`src/rtl/lc3b_types.sv`:
```
// Shared pipeline-control defaults: stage count, payload width and the
// bubble (nop) payload loaded into every invalid stage.
package lc3b_types;

  localparam int STAGES_DEFAULT = 5;
  localparam int DATA_W_DEFAULT = 32;

  localparam logic [DATA_W_DEFAULT-1:0] NOP_DATA = '0;

endpackage

```
`src/rtl/ctrl_pipe_stage.sv`:
```
// One pipeline control stage: a valid+payload register that either holds,
// is killed to a bubble, or loads the (already bubble-gated) upstream word.
module ctrl_pipe_stage
  import lc3b_types::*;
#(
  parameter int DATA_W = DATA_W_DEFAULT
) (
  input  logic              clk,
  input  logic              reset,
  input  logic              hold,
  input  logic              kill,
  input  logic              src_valid,
  input  logic [DATA_W-1:0] src_data,
  output logic              valid,
  output logic [DATA_W-1:0] data
);

  localparam logic [DATA_W-1:0] BUBBLE = DATA_W'(NOP_DATA);

  // Kill is checked before hold so a flushed stage empties even while stalled.
  always_ff @(posedge clk or posedge reset) begin
    if (reset) begin
      valid <= 1'b0;
      data  <= BUBBLE;
    end else if (kill) begin
      valid <= 1'b0;
      data  <= BUBBLE;
    end else if (!hold) begin
      valid <= src_valid;
      data  <= src_valid ? src_data : BUBBLE;
    end
  end

endmodule

```
`src/rtl/ctrl_pipe.sv`:
```
// Stallable, flushable control pipeline; stage 0 is youngest and the oldest
// stage drives the outputs directly. Also counts stall-induced bubbles.
module ctrl_pipe
  import lc3b_types::*;
#(
  parameter int STAGES = STAGES_DEFAULT,
  parameter int DATA_W = DATA_W_DEFAULT
) (
  input  logic                         clk,
  input  logic                         reset,
  input  logic                         in_valid,
  input  logic [DATA_W-1:0]            in_data,
  output logic                         in_ready,
  input  logic [STAGES-1:0]            stall,
  input  logic [STAGES-1:0]            flush,
  output logic                         out_valid,
  output logic [DATA_W-1:0]            out_data,
  output logic [STAGES-1:0]            stage_valid,
  output logic [$clog2(STAGES+1)-1:0]  occupancy,
  output logic [15:0]                  bubble_cnt
);

  localparam int OCC_W = $clog2(STAGES+1);

  logic [STAGES-1:0] hold;
  logic [STAGES-1:0] kill;
  logic [DATA_W-1:0] stage_data [STAGES];
  logic              bubble_event;

  // A stall or flush at stage k also freezes or empties everything younger.
  always_comb begin
    hold = '0;
    kill = '0;
    for (int k = 0; k < STAGES; k++) begin
      hold[k] = |(stall >> k);
      kill[k] = |(flush >> k);
    end
  end

  for (genvar k = 0; k < STAGES; k++) begin : g_stage
    logic              src_valid;
    logic [DATA_W-1:0] src_data;

    if (k == 0) begin : g_head
      assign src_valid = in_valid;
      assign src_data  = in_data;
    end else begin : g_body
      assign src_valid = stage_valid[k-1] & ~hold[k-1] & ~kill[k-1];
      assign src_data  = stage_data[k-1];
    end

    ctrl_pipe_stage #(
      .DATA_W(DATA_W)
    ) u_stage (
      .clk      (clk),
      .reset    (reset),
      .hold     (hold[k]),
      .kill     (kill[k]),
      .src_valid(src_valid),
      .src_data (src_data),
      .valid    (stage_valid[k]),
      .data     (stage_data[k])
    );
  end

  assign in_ready  = ~hold[0];
  assign out_valid = stage_valid[STAGES-1];
  assign out_data  = stage_data[STAGES-1];

  always_comb begin
    occupancy = '0;
    for (int k = 0; k < STAGES; k++) begin
      occupancy = occupancy + OCC_W'(stage_valid[k]);
    end
  end

  // A bubble is born at the hold boundary when a live word is left behind it.
  always_comb begin
    bubble_event = 1'b0;
    for (int k = 1; k < STAGES; k++) begin
      if (hold[k-1] && !hold[k] && stage_valid[k-1] && !kill[k-1]) begin
        bubble_event = 1'b1;
      end
    end
  end

  always_ff @(posedge clk or posedge reset) begin
    if (reset) begin
      bubble_cnt <= '0;
    end else if (bubble_event && (bubble_cnt != 16'hFFFF)) begin
      bubble_cnt <= bubble_cnt + 16'd1;
    end
  end

endmodule
```
`config.mk`:
```
export PLATFORM = sky130hd
export DESIGN_NAME = ctrl_pipe
export DESIGN_NICKNAME = d
export VERILOG_FILES = /design/src/rtl/lc3b_types.sv /design/src/rtl/ctrl_pipe_stage.sv /design/src/rtl/ctrl_pipe.sv
export SDC_FILE = /design/constraint.sdc
export NUM_CORES = 1
export LEC_CHECK = 0
export CORE_UTILIZATION = 45
export DETAILED_ROUTE_END_ITERATION = 6
export PLACE_DENSITY = 0.74
export SLEW_MARGIN = 20
export SYNTH_ARGS = -nofsm -noshare
export SYNTH_HDL_FRONTEND = slang
export SYNTH_HIERARCHICAL = 1
export SYNTH_SLANG_ARGS = --single-unit
export TNS_END_PERCENT = 50
```
`constraint.sdc`:
```
create_clock -name clk -period 2.3 [get_ports clk]
set_input_delay 0.345 -clock clk [delete_from_list [all_inputs] [get_ports clk]]
set_output_delay 0.345 -clock clk [all_outputs]
set_load 0.02 [all_outputs]
```
==> metrics.md, run 1 <==
| Metric | Value |
|---|---|
| Fin cells | `1,037` |
| Hold Path Class | `input port to asynchronous set/reset pin` |
| Seq/Total Area, Yosys | `56.7%` |
| Clock Root Buffer | `clkbuf_16` |
| Worst-case hold slack | `0.251 ns` |
| Mapped Avg Cell Area | `11.5 um^2` |
| Internal | `5.13 mW` |
| Initial antenna violation count | `0` |
| Vias in the first global route | `5,600` |
| Final Util | `57.1%` |
| DR WL met3 | `856 um` |
| Netlist Area Pre-Place | `0.00799 mm^2` |
| Htree depth | `4` |
| Avg WL per Cell | `16.6 um` |
| Multi-input gate area | `0.00295 mm^2` |
| Clk_skew | `0.00784 ns` |
| Net Count, Synth | `742` |
| Leakage | `4.12 nW` |
| DRT Wirelength | `17.2 mm` |
| R2r setup slk | `0.47 ns` |
| Switching part of the total | `20.9%` |
| Slew of the pin with the lowest slew margin | `0.640 ns` |
| DP Area | `0.00924 mm^2` |
| Final Power | `6.48 mW` |
| Post-DP HPWL | `11.9 mm` |
| Final setup vio count | `3` |
| Gr ovfl total | `0` |
| Seq pwr share | `49.1%` |
| Die W | `135 um` |
| Ys Warns | `6` |
| Ys async rst share | `100%` |
| Die area | `0.0183 mm^2` |
| Router iterations before antenna repair | `4` |
| Iteration-0 DRC Markers | `464` |
| Period Utilization, post-route | `107%` |
| Worst setup EP type | `output port` |
| Failing checks | `negative setup slack` |
| Outcome | `finished, violations left` |
| Fillers | `1,440` |
| Placed Instances | `1,006` |
| Synth Flop Type | `dfrtp_1` |
| DRC violations left | `0` |
| Pwr per Cell Area | `656 mW/mm^2` |
| Post-synth EDFFs | `0` |
| Port Buffer Count | `102` |
| Max layer used | `met4` |
| Initial core utilization | `46.2%` |
| Simple-gate share of the synthesized area | `18.2%` |
| First-pass GRT wire length | `28.9 mm` |
| Critical Path AT | `2.11 ns` |
| Slack of the critical path | `-0.155 ns` |
| Fmax | `407 MHz` |
| Tmin final | `2.46 ns` |
| Placer Congestion | `0.743` |
| Pre-CTS setup slack | `-0.272 ns` |
| CTS Buf Count | `17` |
| # rows | `48` |
| Area fraction in compound gates after synthesis | `15.1%` |
| Required @ worst endpoint | `1.96 ns` |
| M1 WL | `8.05 mm` |
| XOR/XNOR Fraction of Synth Area | `1.65%` |
| Met2 routed WL | `8.01 mm` |
| WS Path Type | `flip-flop to output port` |
| Vias per inst | `5.53` |
| Hold Buf Count CTS | `0` |
| Antenna diodes | `0` |
| Post-synthesis mux area share | `0.768%` |
| Die H | `135 um` |
| Layout area overhead | `23.8%` |
| Share of post-route cells with drive strength above 1 | `13.1%` |
| Setup crit start kind | `flip-flop` |
| Largest net degree at the start of global routing | `43` |
| Total of max-cap violations | `0` |
| Setup TNS | `-0.272 ns` |
| Largest family of logic cells by synthesized area | `simple AND/OR/NAND/NOR gates` |
| Clock share of power | `46.3%` |
| Clock buffer depth | `2` |
| Worst-path clk slew | `0.06 ns` |
| Final hold vios | `0` |
| # IOs | `103` |
| Clock Latency Late Sink | `0.43 ns` |
| VDD IR-drop max | `0.481 mV` |
| Core footprint | `0.0173 mm^2` |
| Reg2reg path depth | `6` |
| Fin area | `0.00988 mm^2` |
| CTS tree | `built` |
| Unrepaired setup endpoints after global routing | `true` |
| Relative slew slack | `57.3%` |
| Flops & latches, synth | `181` |
| Slew Limit Fails | `0` |
| Gr usage total | `20.2%` |
| Adder-cell share of the synthesized area | `0.815%` |
| Vias post-DR | `5,738` |
| CTS Sinks | `181` |
| NetSw | `1.35 mW` |
| Register area | `0.00453 mm^2` |
| Comb power frac | `4.6%` |
| Yosys cell types | `40` |
| Mapped Cells | `693` |
| Detail Route Antenna Nets | `0` |
| Layout net count | `850` |
| Max FO, Critical Path | `2` |
## Yosys cell counts (2+ instances only)
cell,n,area [um^2]
nand2_1,97,364
a32o_1,61,611
xnor2_1,15,131
nand3b_1,90,676
nor2b_4,2,27.5
buf_4,10,75.1
fa_1,2,40.0
ha_1,2,25.0
or2b_1,2,15.0
inv_1,18,67.6
a32o_2,10,113
nand4_1,9,56.3
nor2b_2,8,70.1
nand3_1,8,40.0
a21oi_1,89,445
and3_1,4,25.0
buf_6,25,282
mux2i_1,5,50.1
dfrtp_1,181,4530
buf_2,22,110
nor2_1,14,52.6
## worst paths after layout
check | startpoint | to
worst min-delay path | reset | g_stage[0].u_stage/valid
worst max-delay path | g_stage[0].u_stage/valid | occupancy[1]
worst max register to register | bubble_cnt[0] | bubble_cnt[1]
min in group clk | g_stage[4].u_stage/data[1] | g_stage[4].u_stage/data[1]
worst min register to register | g_stage[4].u_stage/data[1] | g_stage[4].u_stage/data[1]
max in group asynchronous | reset | bubble_cnt[3]
## layout by cell type (no fill, tap or decap), types with 2 or more instances in the layout
master / n
buf_4: 38
nor2_1: 14
or2b_1: 2
nand3_1: 8
nand4_1: 9
and3_1: 4
nand2_1: 97
nor4_4: 2
clkdlybuf4s50_1: 98
clkbuf_1: 2
dfrtp_1: 181
buf_12: 7
xnor2_1: 15
nor2b_4: 2
buf_6: 3
nor2b_2: 8
bufinv_16: 4
clkbuf_16: 17
clkinv_2: 4
mux2i_1: 5
nand3b_1: 90
a21oi_1: 89
a32o_2: 10
inv_1: 18
a32o_1: 61
## cell type report
cell class	count	area share, %
well taps	225	2.85
flip-flops and latches	181	45.8
repair buffers	147	14.7
multi-input cells	436	29.9
clock inverters	10	1.58
clock buffers	20	4.52
inverters	18	0.684
## routing by layer
metal | global-route usage (%) | vias up
li1 | - | 2713
met1 | 28.8 | 2864
met2 | 30.3 | 140
met3 | 4.23 | 21
met4 | 7.55 | 0
met5 | 0 | -
## power groups by stage
stage	clock (mW)	sequential [mW]	combinational (mW)
detailed placement	0	3.24	0.300
floorplan	0	3.24	0.174
global placement	0	3.24	0.298
global route	3.16	3.18	0.329
finish	3.00	3.18	0.300
CTS	3.05	3.18	0.302
## registers in the layout (all words and copies together) (netlist names)
register,count
bubble_cnt,16
g_stage.u_stage/valid,5
g_stage.u_stage/data,160
## cell families (layout without fill, tap and decap cells)
kind of cell	after synthesis	in the layout
AO/OA/AOI/OAI	162	162
XOR/XNOR	15	15
adder cells (fa/ha/maj)	4	4
buffers and inverters	76	195
flip-flops	181	181
multiplexers	6	6
AND/OR/NAND/NOR	249	249
## repair_timing
item	4_1_cts	5_1_grt
gates resized for setup	17	6
endpoints found under the hold margin	0	0
setup buffers	0	1
pin swaps	1	2
cloned	0	0
setup endpoints to repair	4	4
## critical path, cell delays in order, from the launching register on
cell and delay, ns:
dfrtp_1 0.40, fa_1 0.51, fa_2 0.39, ha_4 0.27, buf_6 0.10
(Power assumes the default switching activity.)
==> run 2: changes to the inputs <==
--- a/config.mk
+++ b/config.mk
@@ -8,6 +8,7 @@
 export CORE_UTILIZATION = 45
 export DETAILED_ROUTE_END_ITERATION = 6
 export PLACE_DENSITY = 0.74
+export SKIP_CTS_REPAIR_TIMING = 1
 export SLEW_MARGIN = 20
 export SYNTH_ARGS = -nofsm -noshare
 export SYNTH_HDL_FRONTEND = slang
==> run 2 against run 1 <==
Against the previous run: the flow still finishes with violations (negative setup slack); utilization fell by 0.15 points; critical path depth did not move; die area did not move; routed wire length fell by 0.31%; count of clock-buffer cells in the layout did not move; clock skew rose by 0.0017 ns; worst setup slack improved by 0.030 ns; sequential cell count did not move; hold slack barely moved; highest routed layer unchanged; global-route usage fell by 0.090 points; clock power barely moved; maximum frequency rose by 1.2%; largest power group unchanged.
==> metrics.md, run 2 (synthesis gave the netlist of run 1 again) <==
| Metric | Value |
|---|---|
| Outcome | `finished, violations left` |
| Failing checks | `negative setup slack` |
| Required @ worst endpoint | `1.96 ns (about the same)` |
| Commonest non-fill, non-tap cell in the layout | `dfrtp_1` |
| Placer Congestion | `0.743 (unchanged)` |
| Internal | `5.13 mW (about the same)` |
| Slew Limit Fails | `0 (unchanged)` |
| Total of max-cap violations | `0 (unchanged)` |
| Initial antenna violation count | `0 (unchanged)` |
| Gr ovfl total | `0 (unchanged)` |
| Pre-CTS setup slack | `-0.272 ns (unchanged)` |
| Port Buffer Count | `102 (unchanged)` |
| Clock share of power | `46.3% (about the same)` |
| Comb power frac | `4.6% (about the same)` |
| Slack of the critical path | `-0.125 ns (+0.0303 ns)` |
| # rows | `48 (unchanged)` |
| Iteration-0 DRC Markers | `443 (-4.5%)` |
| WS Path Type | `flip-flop to output port` |
| Layout area overhead | `23.5%` |
| Reg2reg path depth | `6 (unchanged)` |
| Placed Instances | `1,006 (unchanged)` |
| First-pass GRT wire length | `28.7 mm (-0.41%)` |
| Worst-path clk slew | `0.06 ns (about the same)` |
| Worst setup EP type | `output port` |
| Critical Path AT | `2.08 ns (-0.03 ns)` |
| Setup TNS | `-0.177 ns (+0.0944 ns)` |
| FF-to-FF End | `bubble_cnt[1]` |
| RR Startpoint | `bubble_cnt[0]` |
| Detail Route Antenna Nets | `0 (unchanged)` |
| CTS Sinks | `181 (unchanged)` |
| # IOs | `103 (unchanged)` |
| Antenna diodes | `0 (unchanged)` |
| Unrepaired setup endpoints after global routing | `true` |
| Hold Path Class | `input port to asynchronous set/reset pin` |
| Fin cells | `1,036 (-0.096%)` |
| Switching part of the total | `20.8% (-0.022 points)` |
| Die area | `0.0183 mm^2 (unchanged)` |
| Final hold vios | `0 (unchanged)` |
| Max FO, Critical Path | `2 (unchanged)` |
| Fin area | `0.00986 mm^2 (-0.27%)` |
| CTS Buf Count | `17 (unchanged)` |
| Seq pwr share | `49.1% (about the same)` |
| DRC violations left | `0 (unchanged)` |
| Tmin final | `2.42 ns (-0.0303 ns)` |
| Initial core utilization | `46.2% (unchanged)` |
| Relative slew slack | `57.2% (-0.16 points)` |
| Avg WL per Cell | `16.6 um (-0.22%)` |
| Worst-case hold slack | `0.250 ns (-0.000378 ns)` |
| Vias per inst | `5.50 (-0.55%)` |
| Htree depth | `4 (unchanged)` |
| Core footprint | `0.0173 mm^2 (unchanged)` |
| Pwr per Cell Area | `657 mW/mm^2 (+0.24%)` |
| DRT Wirelength | `17.2 mm (-0.31%)` |
| Final setup vio count | `3 (unchanged)` |
| Slew of the pin with the lowest slew margin | `0.642 ns (+0.00233 ns)` |
| R2r setup slk | `0.47 ns (about the same)` |
| Vias post-DR | `5,701 (-0.64%)` |
| CTS tree | `built` |
| VDD IR-drop max | `0.482 mV (+0.29%)` |
| Gr usage total | `20.1% (-0.090 points)` |
| DP Area | `0.00924 mm^2 (unchanged)` |
| Largest reg by FF count | `g_stage.u_stage/data` |
| Die W | `135 um (unchanged)` |
| Setup crit start kind | `flip-flop` |
| Vias in the first global route | `5,564 (-0.64%)` |
| Period Utilization, post-route | `105% (-1.3 points)` |
| Clk_skew | `0.00957 ns (+0.00172 ns)` |
| Fmax | `412 MHz (+1.2%)` |
| Router iterations before antenna repair | `5 (+1)` |
| Layout net count | `849 (-0.12%)` |
| Clock buffer depth | `2 (unchanged)` |
| Max FFs per register | `160 (unchanged)` |
| Post-DP HPWL | `11.9 mm (unchanged)` |
| Largest net degree at the start of global routing | `43 (unchanged)` |
| Clock Root Buffer | `clkbuf_16` |
| Share of post-route cells with drive strength above 1 | `12.8% (-0.23 points)` |
| Clock Latency Late Sink | `0.43 ns (about the same)` |
| Largest registers | `g_stage.u_stage/data x160, bubble_cnt x16, g_stage.u_stage/valid x5` |
| Leakage | `4.13 nW (+0.24%)` |
| Die H | `135 um (unchanged)` |
| Most frequent cells in the layout | `dfrtp_1 (181), clkdlybuf4s50_1 (98), nand2_1 (97)` |
| NetSw | `1.35 mW (-0.13%)` |
## run 2: changes by cell type in the layout (fill, tap and decap cells not counted)
cell,before,now
buf_6,3,1
dlygate4sd2_1,1,0
ha_4,1,0
ha_1,1,2
dlymetal6s2s_1,0,1
buf_2,0,1
## run 2: final cells by class
class / count / area [um^2]
Tap cell: 225 / 282
Timing Repair Buffer: 146 / 1440
Clock inverter: 10 / 156
Fill cell: 1442 / 7440
Inverter: 18 / 67.6
Multi-Input combinational cell: 436 / 2940
Sequential cell: 181 / 4530
Clock buffer: 20 / 447
## run 2: worst max-delay path: stages, from the launching register on
cell and delay (ns):
dfrtp_1 0.40, fa_1 0.49, fa_2 0.34, ha_1 0.27, buf_2 0.16
## run 2: worst max-delay path by stage
stage	startpoint	to	slack (ns)	cells after the start
floorplan	g_stage[4].u_stage/valid	occupancy[1]	0.23	3
global placement	stall[4]	in_ready	-0.25	5
detailed placement	stall[4]	g_stage[1].u_stage/data[5]	-0.27	8
CTS	g_stage[4].u_stage/valid	occupancy[1]	-0.67	4
global route	g_stage[2].u_stage/valid	occupancy[1]	-0.21	4
finish	g_stage[2].u_stage/valid	occupancy[1]	-0.12	4
## run 2: through the flow
step	util, %	total power, mW
2_1_floorplan	-	3.42
3_3_place_gp	53.4	3.54
3_5_place_dp	53.4	3.54
4_1_cts	56.9	6.54
5_1_grt	57.0	6.67
6_report	57.0	6.48
## run 2: per-layer routing
metal | wire [um] | vias to the layer above | GRT usage [%]
met5 | 0 | - | 0
met4 | 256 | 0 | 6.87
met3 | 805 | 16 | 4.23
met2 | 8030 | 133 | 30.4
met1 | 8090 | 2841 | 28.7
li1 | - | 2711 | -
## run 2: power by group through the flow
| stage | sequential [mW] | clock [mW] | combinational [mW] |
|---|---|---|---|
| floorplan | 3.24 | 0 | 0.174 |
| global placement | 3.24 | 0 | 0.298 |
| global route | 3.18 | 3.16 | 0.329 |
| CTS | 3.18 | 3.05 | 0.301 |
| detailed placement | 3.24 | 0 | 0.300 |
| finish | 3.18 | 3.00 | 0.300 |
==> run 3: changes to the inputs <==
--- a/config.mk
+++ b/config.mk
@@ -5,6 +5,7 @@
 export SDC_FILE = /design/constraint.sdc
 export NUM_CORES = 1
 export LEC_CHECK = 0
+export CAP_MARGIN = 20
 export CORE_UTILIZATION = 45
 export DETAILED_ROUTE_END_ITERATION = 6
 export PLACE_DENSITY = 0.74
==> results of run 3 <==
Same layout as run 2: the final DEF is identical, and so are final timing and power.
